==> config.mk <==
export PLATFORM = sky130hd
export DESIGN_NAME = cla_seq_adder_ctrl
export DESIGN_NICKNAME = d
export VERILOG_FILES = /design/src/rtl/cla_seq_pkg.sv /design/src/rtl/cla4_slice.sv /design/src/rtl/cla_seq_adder_ctrl.sv
export SDC_FILE = /design/constraint.sdc
export NUM_CORES = 1
export LEC_CHECK = 0
export BUFFER_PORTS_ARGS = -buffer_cell sky130_fd_sc_hd__buf_4
export CAP_MARGIN = 10
export CORE_MARGIN = 10
export CORE_UTILIZATION = 49
export DETAILED_ROUTE_END_ITERATION = 16
export PLACE_DENSITY = 0.8
export REMOVE_ABC_BUFFERS = 1
export SLEW_MARGIN = 40
export SYNTH_ARGS = -nofsm -noshare
export SYNTH_HDL_FRONTEND = slang
export SYNTH_HIERARCHICAL = 1
export SYNTH_SLANG_ARGS = --single-unit
==> constraint.sdc <==
create_clock -name clk -period 1.8 [get_ports clk]
set_input_delay 0.54 -clock clk [delete_from_list [all_inputs] [get_ports clk]]
set_output_delay 0.54 -clock clk [all_outputs]
set_load 0.1 [all_outputs]
==> src/rtl/cla_seq_pkg.sv <==
// ============================================================================
// Module      : cla_seq_pkg
// Description : Shared state encoding and slice width for the sequential
//               carry-lookahead adder controller.
// Revision    : 1.0 - initial release
// ============================================================================
`default_nettype none

package cla_seq_pkg;

    localparam int NIBBLE_W = 4;

    typedef enum logic [1:0] {
        IDLE = 2'd0,
        RUN  = 2'd1,
        DONE = 2'd2
    } state_t;

endpackage

`default_nettype wire

==> src/rtl/cla4_slice.sv <==
// ============================================================================
// Module      : cla4_slice
// Description : Combinational 4-bit carry-lookahead adder slice.
// Revision    : 1.0 - initial release
// ============================================================================
`default_nettype none

module cla4_slice (
    input  logic [3:0] a,
    input  logic [3:0] b,
    input  logic       cin,
    output logic [3:0] s,
    output logic       cout
);

    logic [3:0] w_g;
    logic [3:0] w_p;
    logic       w_c1;
    logic       w_c2;
    logic       w_c3;

    assign w_g = a & b;
    assign w_p = a ^ b;

    // Every carry is a flat function of g/p and cin, no ripple between bits
    assign w_c1 = w_g[0] | (w_p[0] & cin);
    assign w_c2 = w_g[1] | (w_p[1] & w_g[0]) | (w_p[1] & w_p[0] & cin);
    assign w_c3 = w_g[2] | (w_p[2] & w_g[1]) | (w_p[2] & w_p[1] & w_g[0])
                | (w_p[2] & w_p[1] & w_p[0] & cin);
    assign cout = w_g[3] | (w_p[3] & w_g[2]) | (w_p[3] & w_p[2] & w_g[1])
                | (w_p[3] & w_p[2] & w_p[1] & w_g[0])
                | (w_p[3] & w_p[2] & w_p[1] & w_p[0] & cin);

    assign s = w_p ^ {w_c3, w_c2, w_c1, cin};

endmodule

`default_nettype wire

==> src/rtl/cla_seq_adder_ctrl.sv <==
// ============================================================================
// Module      : cla_seq_adder_ctrl
// Description : WIDTH-bit adder built by iterating one 4-bit CLA slice over
//               the operand nibbles, LSB first, with valid/ready handshakes.
//               Define CLA_SEQ_SUB_EN to add the sub input and ovf output.
// Revision    : 1.0 - initial release
// ============================================================================
`default_nettype none

module cla_seq_adder_ctrl
    import cla_seq_pkg::*;
#(
    parameter int WIDTH = 16
) (
    input  logic             clk,
    input  logic             rst_n,
    input  logic             in_valid,
    output logic             in_ready,
    input  logic [WIDTH-1:0] a,
    input  logic [WIDTH-1:0] b,
    input  logic             cin,
`ifdef CLA_SEQ_SUB_EN
    input  logic             sub,
    output logic             ovf,
`endif
    output logic             out_valid,
    input  logic             out_ready,
    output logic [WIDTH-1:0] sum,
    output logic             cout,
    output logic             busy
);

    localparam int NSLICE = WIDTH / NIBBLE_W;
    localparam int CNT_W  = (NSLICE > 1) ? $clog2(NSLICE) : 1;
    localparam logic [CNT_W-1:0] c_last = CNT_W'(NSLICE - 1);

    generate
        if ((WIDTH < NIBBLE_W) || ((WIDTH % NIBBLE_W) != 0)) begin : g_width_check
            $error("cla_seq_adder_ctrl: WIDTH must be a multiple of 4 and >= 4");
        end
    endgenerate

    state_t           r_state;
    logic [CNT_W-1:0] r_cnt;
    logic             r_carry;
    logic [WIDTH-1:0] r_a;
    logic [WIDTH-1:0] r_b;
    logic [WIDTH-1:0] r_sum;
    logic             r_cout;
    logic             r_out_valid;

    logic [3:0]       w_slice_s;
    logic             w_slice_cout;
    logic [WIDTH-1:0] w_sum_next;
    logic [WIDTH-1:0] w_b_load;
    logic             w_carry_load;

    cla4_slice u_slice (
        .a    (r_a[3:0]),
        .b    (r_b[3:0]),
        .cin  (r_carry),
        .s    (w_slice_s),
        .cout (w_slice_cout)
    );

    // New nibble enters at the top; after NSLICE shifts nibble 0 sits at the bottom
    assign w_sum_next = (r_sum >> NIBBLE_W) | (WIDTH'(w_slice_s) << (WIDTH - NIBBLE_W));

`ifdef CLA_SEQ_SUB_EN
    logic r_ovf;
    logic w_carry_msb;

    assign w_b_load     = sub ? ~b : b;
    assign w_carry_load = sub ? 1'b1 : cin;
    assign w_carry_msb  = w_slice_s[3] ^ r_a[3] ^ r_b[3];
    assign ovf          = r_ovf;

    always_ff @(posedge clk) begin
        if (!rst_n) begin
            r_ovf <= 1'b0;
        end else if ((r_state == RUN) && (r_cnt == c_last)) begin
            r_ovf <= w_carry_msb ^ w_slice_cout;
        end
    end
`else
    assign w_b_load     = b;
    assign w_carry_load = cin;
`endif

    always_ff @(posedge clk) begin
        if (!rst_n) begin
            r_state     <= IDLE;
            r_cnt       <= '0;
            r_carry     <= 1'b0;
            r_a         <= '0;
            r_b         <= '0;
            r_sum       <= '0;
            r_cout      <= 1'b0;
            r_out_valid <= 1'b0;
        end else begin
            case (r_state)
                IDLE: begin
                    if (in_valid && in_ready) begin
                        r_a     <= a;
                        r_b     <= w_b_load;
                        r_carry <= w_carry_load;
                        r_cnt   <= '0;
                        r_state <= RUN;
                    end
                end
                RUN: begin
                    r_sum   <= w_sum_next;
                    r_a     <= r_a >> NIBBLE_W;
                    r_b     <= r_b >> NIBBLE_W;
                    r_carry <= w_slice_cout;
                    r_cnt   <= r_cnt + 1'b1;
                    if (r_cnt == c_last) begin
                        r_cout      <= w_slice_cout;
                        r_out_valid <= 1'b1;
                        r_state     <= DONE;
                    end
                end
                DONE: begin
                    if (out_ready) begin
                        r_out_valid <= 1'b0;
                        r_state     <= IDLE;
                    end
                end
                default: r_state <= IDLE;
            endcase
        end
    end

    assign in_ready  = rst_n && (r_state == IDLE);
    assign busy      = (r_state == RUN) || (r_state == DONE);
    assign out_valid = r_out_valid;
    assign sum       = r_sum;
    assign cout      = r_cout;

endmodule

`default_nettype wire

==> impl_metrics.env <==
export IMPL_grt_setup_unrepaired="false"
export IMPL_cts_max_level=2
export IMPL_crit_chain="inv_2 > ha_4 > and2_4 > buf_12"
export IMPL_drt_wl_total_um=6070
export IMPL_numPortBuffers=56
export IMPL_synth_top_area_cell="dfxtp_1"
export IMPL_p_per_area_nw_per_um2=1410
export IMPL_synth_top_cell_area_share=0.407
export IMPL_hold_class="reg2reg"
export IMPL_coreArea_um2=5240
export IMPL_cts_hold_buf=0
export IMPL_syn_area_per_cell_um2=9.94
export IMPL_dpl_cell_area_um2=3170
export IMPL_fmax_mhz=570
export IMPL_skew_ps=3.78
export IMPL_die_area_um2=8890
export IMPL_gr_total_overflow=0
export IMPL_cts_tree="yes"
export IMPL_grt_pass1_vias=2124
export IMPL_initial_core_util=0.516
export IMPL_track_usage=0.138
export IMPL_clockBufferDepth=2
export IMPL_fillers=453
export IMPL_synthCells=272
export IMPL_p_leak_nw=1.60
export IMPL_slew_violations=0
export IMPL_drc=0
export IMPL_design_area_um2=3320
export IMPL_syn_to_final_growth_pct=22.8
export IMPL_finalCritPeriodShare=0.975
export IMPL_clk_insertion_delay_late_ps=310
export IMPL_antenna_found_initial=0
export IMPL_clk_pin_slew_worst_paths_ps=100
export IMPL_crit_type="reg2out"
export IMPL_synth_ff_type="dfxtp_1"
export IMPL_yosysSeqAreaShare=0.407
export IMPL_ys_seq_elements=55
export IMPL_cts_sinks=55
export IMPL_hpwl_um=4430
export IMPL_cts_made_buffers=5
export IMPL_dieWidth_um=94.3
export IMPL_nets=370
export IMPL_synthArstFlopShare=0
export IMPL_dp_cells=385
export IMPL_routed_via_density=5.34
export IMPL_routed_via_count=2104
export IMPL_required_ps=1260
export IMPL_grt_max_degree=39
export IMPL_period_minus_slack_ps=1760
export IMPL_drt_iter0_markers=83
export IMPL_max_cap_violations=0
export IMPL_worst_slew_pin_slew_ps=344
export IMPL_max_stage_delay_ps=350
export IMPL_ir_drop_uv=688
export IMPL_cp_arrival_ps=1220
export IMPL_wl_per_cell_um=15.4
export IMPL_io_pin_count=57
export IMPL_place_gp_congestion=0.742
export IMPL_antenna_cells=0
export IMPL_synth_area_top_cells="dfxtp_1, mux2i_1, o211a_1"
export IMPL_start_kind="flop"
export IMPL_rows=26
export IMPL_power_total_mw=4.68
export IMPL_layout_drive_gt1_share=0.269
export IMPL_first_pass_iters=4
export IMPL_finalHoldViolCount=0
export IMPL_crit_path_max_fanout=3
export IMPL_ant_nets=0
export IMPL_synth_edf_count=0
export IMPL_yosysUniqueCellTypes=32
export IMPL_cp_end_kind="output pin"
export IMPL_final_setup_viol_count=0
export IMPL_slew_headroom=0.770
export IMPL_grt_pass1_wl_um=10000
export IMPL_layout_cells_non_filler=394
export IMPL_yosysWarnings=6
export IMPL_status="complete, no violations"
export IMPL_root_buffer="clkbuf_8"
export IMPL_crit_slowest_cell="dfxtp_2"
export IMPL_netlist_area_um2=2700
export IMPL_die_h_um=94.3
-- layout make-up --
type / count / area [µm²] / share of cell area
clock buffers: 6 / 82.6 / 0.0249
flip-flops and latches: 55 / 1100 / 0.333
repair buffers: 68 / 543 / 0.164
multi-input cells: 185 / 1460 / 0.438
well taps: 70 / 87.6 / 0.0264
inverters: 8 / 30.0 / 0.00904
clock inverters: 2 / 17.5 / 0.00528
-- state kept, by name, indices dropped and copies added (netlist names) --
name and cells:
r_b 16, r_a 16, r_state 2, out_valid 1
r_carry 1, cout 1, sum 16, r_cnt 2
-- cell usage after synthesis (2+ instances only) --
master    number
dfxtp_1       55
mux2i_1       44
nor2b_1       26
o211a_1       25
o21ai_0       25
nand2_1       18
clkbuf_1      12
ha_1           9
a31oi_1        8
o22ai_1        8
inv_1          7
buf_2          6
buf_6          4
a21o_1         3
a21boi_1       2
a32oi_1        2
buf_4          2
xnor2_1        2
-- placed cells by master, fill, tap and decap left out, drive strengths merged --
cell,n
a21o,3
a21boi,2
xor2,1
nand2b,1
o221a,1
inv,10
buf,68
a31o,1
a32oi,2
and2,1
ha,9
o22ai,8
a21oi,1
dfxtp,55
xnor2,2
clkbuf,6
o21ai,25
nand3b,1
nor2b,27
nand3,1
and3,1
or2,2
fa,1
o211a,25
mux2i,44
nand2,18
a31oi,8
-- through the flow --
step            util  setup slack [ps]  hold slack [ps]  setup TNS [ps]
2_1_floorplan      -             -1680              443          -62570
5_1_grt        0.634              10.6              498               0
4_1_cts        0.633              14.7              467               0
6_report       0.634              44.1              467               0
3_5_place_dp   0.606              39.0              453               0
3_3_place_gp   0.606               124              451               0
-- worst max-delay path: cells and delay by family, from the launching register on --
kind / cells / cell delay (ps)
fa+ha+maj: 1 / 150
buf+inv: 2 / 260
flops: 1 / 350
simple gates: 1 / 140
-- timing repair --
item | in CTS | in global routing
buffers inserted | 1 | 0
pin swaps | 1 | 0
gates resized for setup | 11 | 2
endpoints found under the setup margin | 2 | 2
-- routing by layer --
layer / global-route usage / wire length [µm]
met5: 0 / 0
met4: 0.0443 / 82
met3: 0.0408 / 332
met2: 0.229 / 2970
met1: 0.165 / 2690
-- worst paths after layout --
path                            startpoint  endpoint  slack (ps)  cells after the start
worst min-delay path                  cout      cout         470                      2
worst max register to register      r_a[0]   r_carry          90                      7
worst max-delay path            r_state[1]  in_ready          40                      4
worst min register to register        cout      cout         470                      2
-- kinds of logic (layout without fill, tap and decap cells) --
kind of cell	count (synthesis)	after routing	share of synthesized area
compound gates	76	76	0.205
xor+xnor	3	3	0.00972
fa+ha+maj	10	10	0.0491
buf+inv	32	84	0.0611
flops	55	55	0.407
mux	44	44	0.163
simple gates	52	52	0.105
-- where the power goes --
| group | total [mW] | internal (mW) | switching (mW) | leakage (nW) |
|---|---|---|---|---|
| registers | 1.70 | 1.51 | 0.185 | 0.451 |
| clock network | 0.739 | 0.323 | 0.416 | 0.0522 |
| logic | 2.24 | 0.951 | 1.29 | 1.09 |
Power figures use the tool's default switching activity.
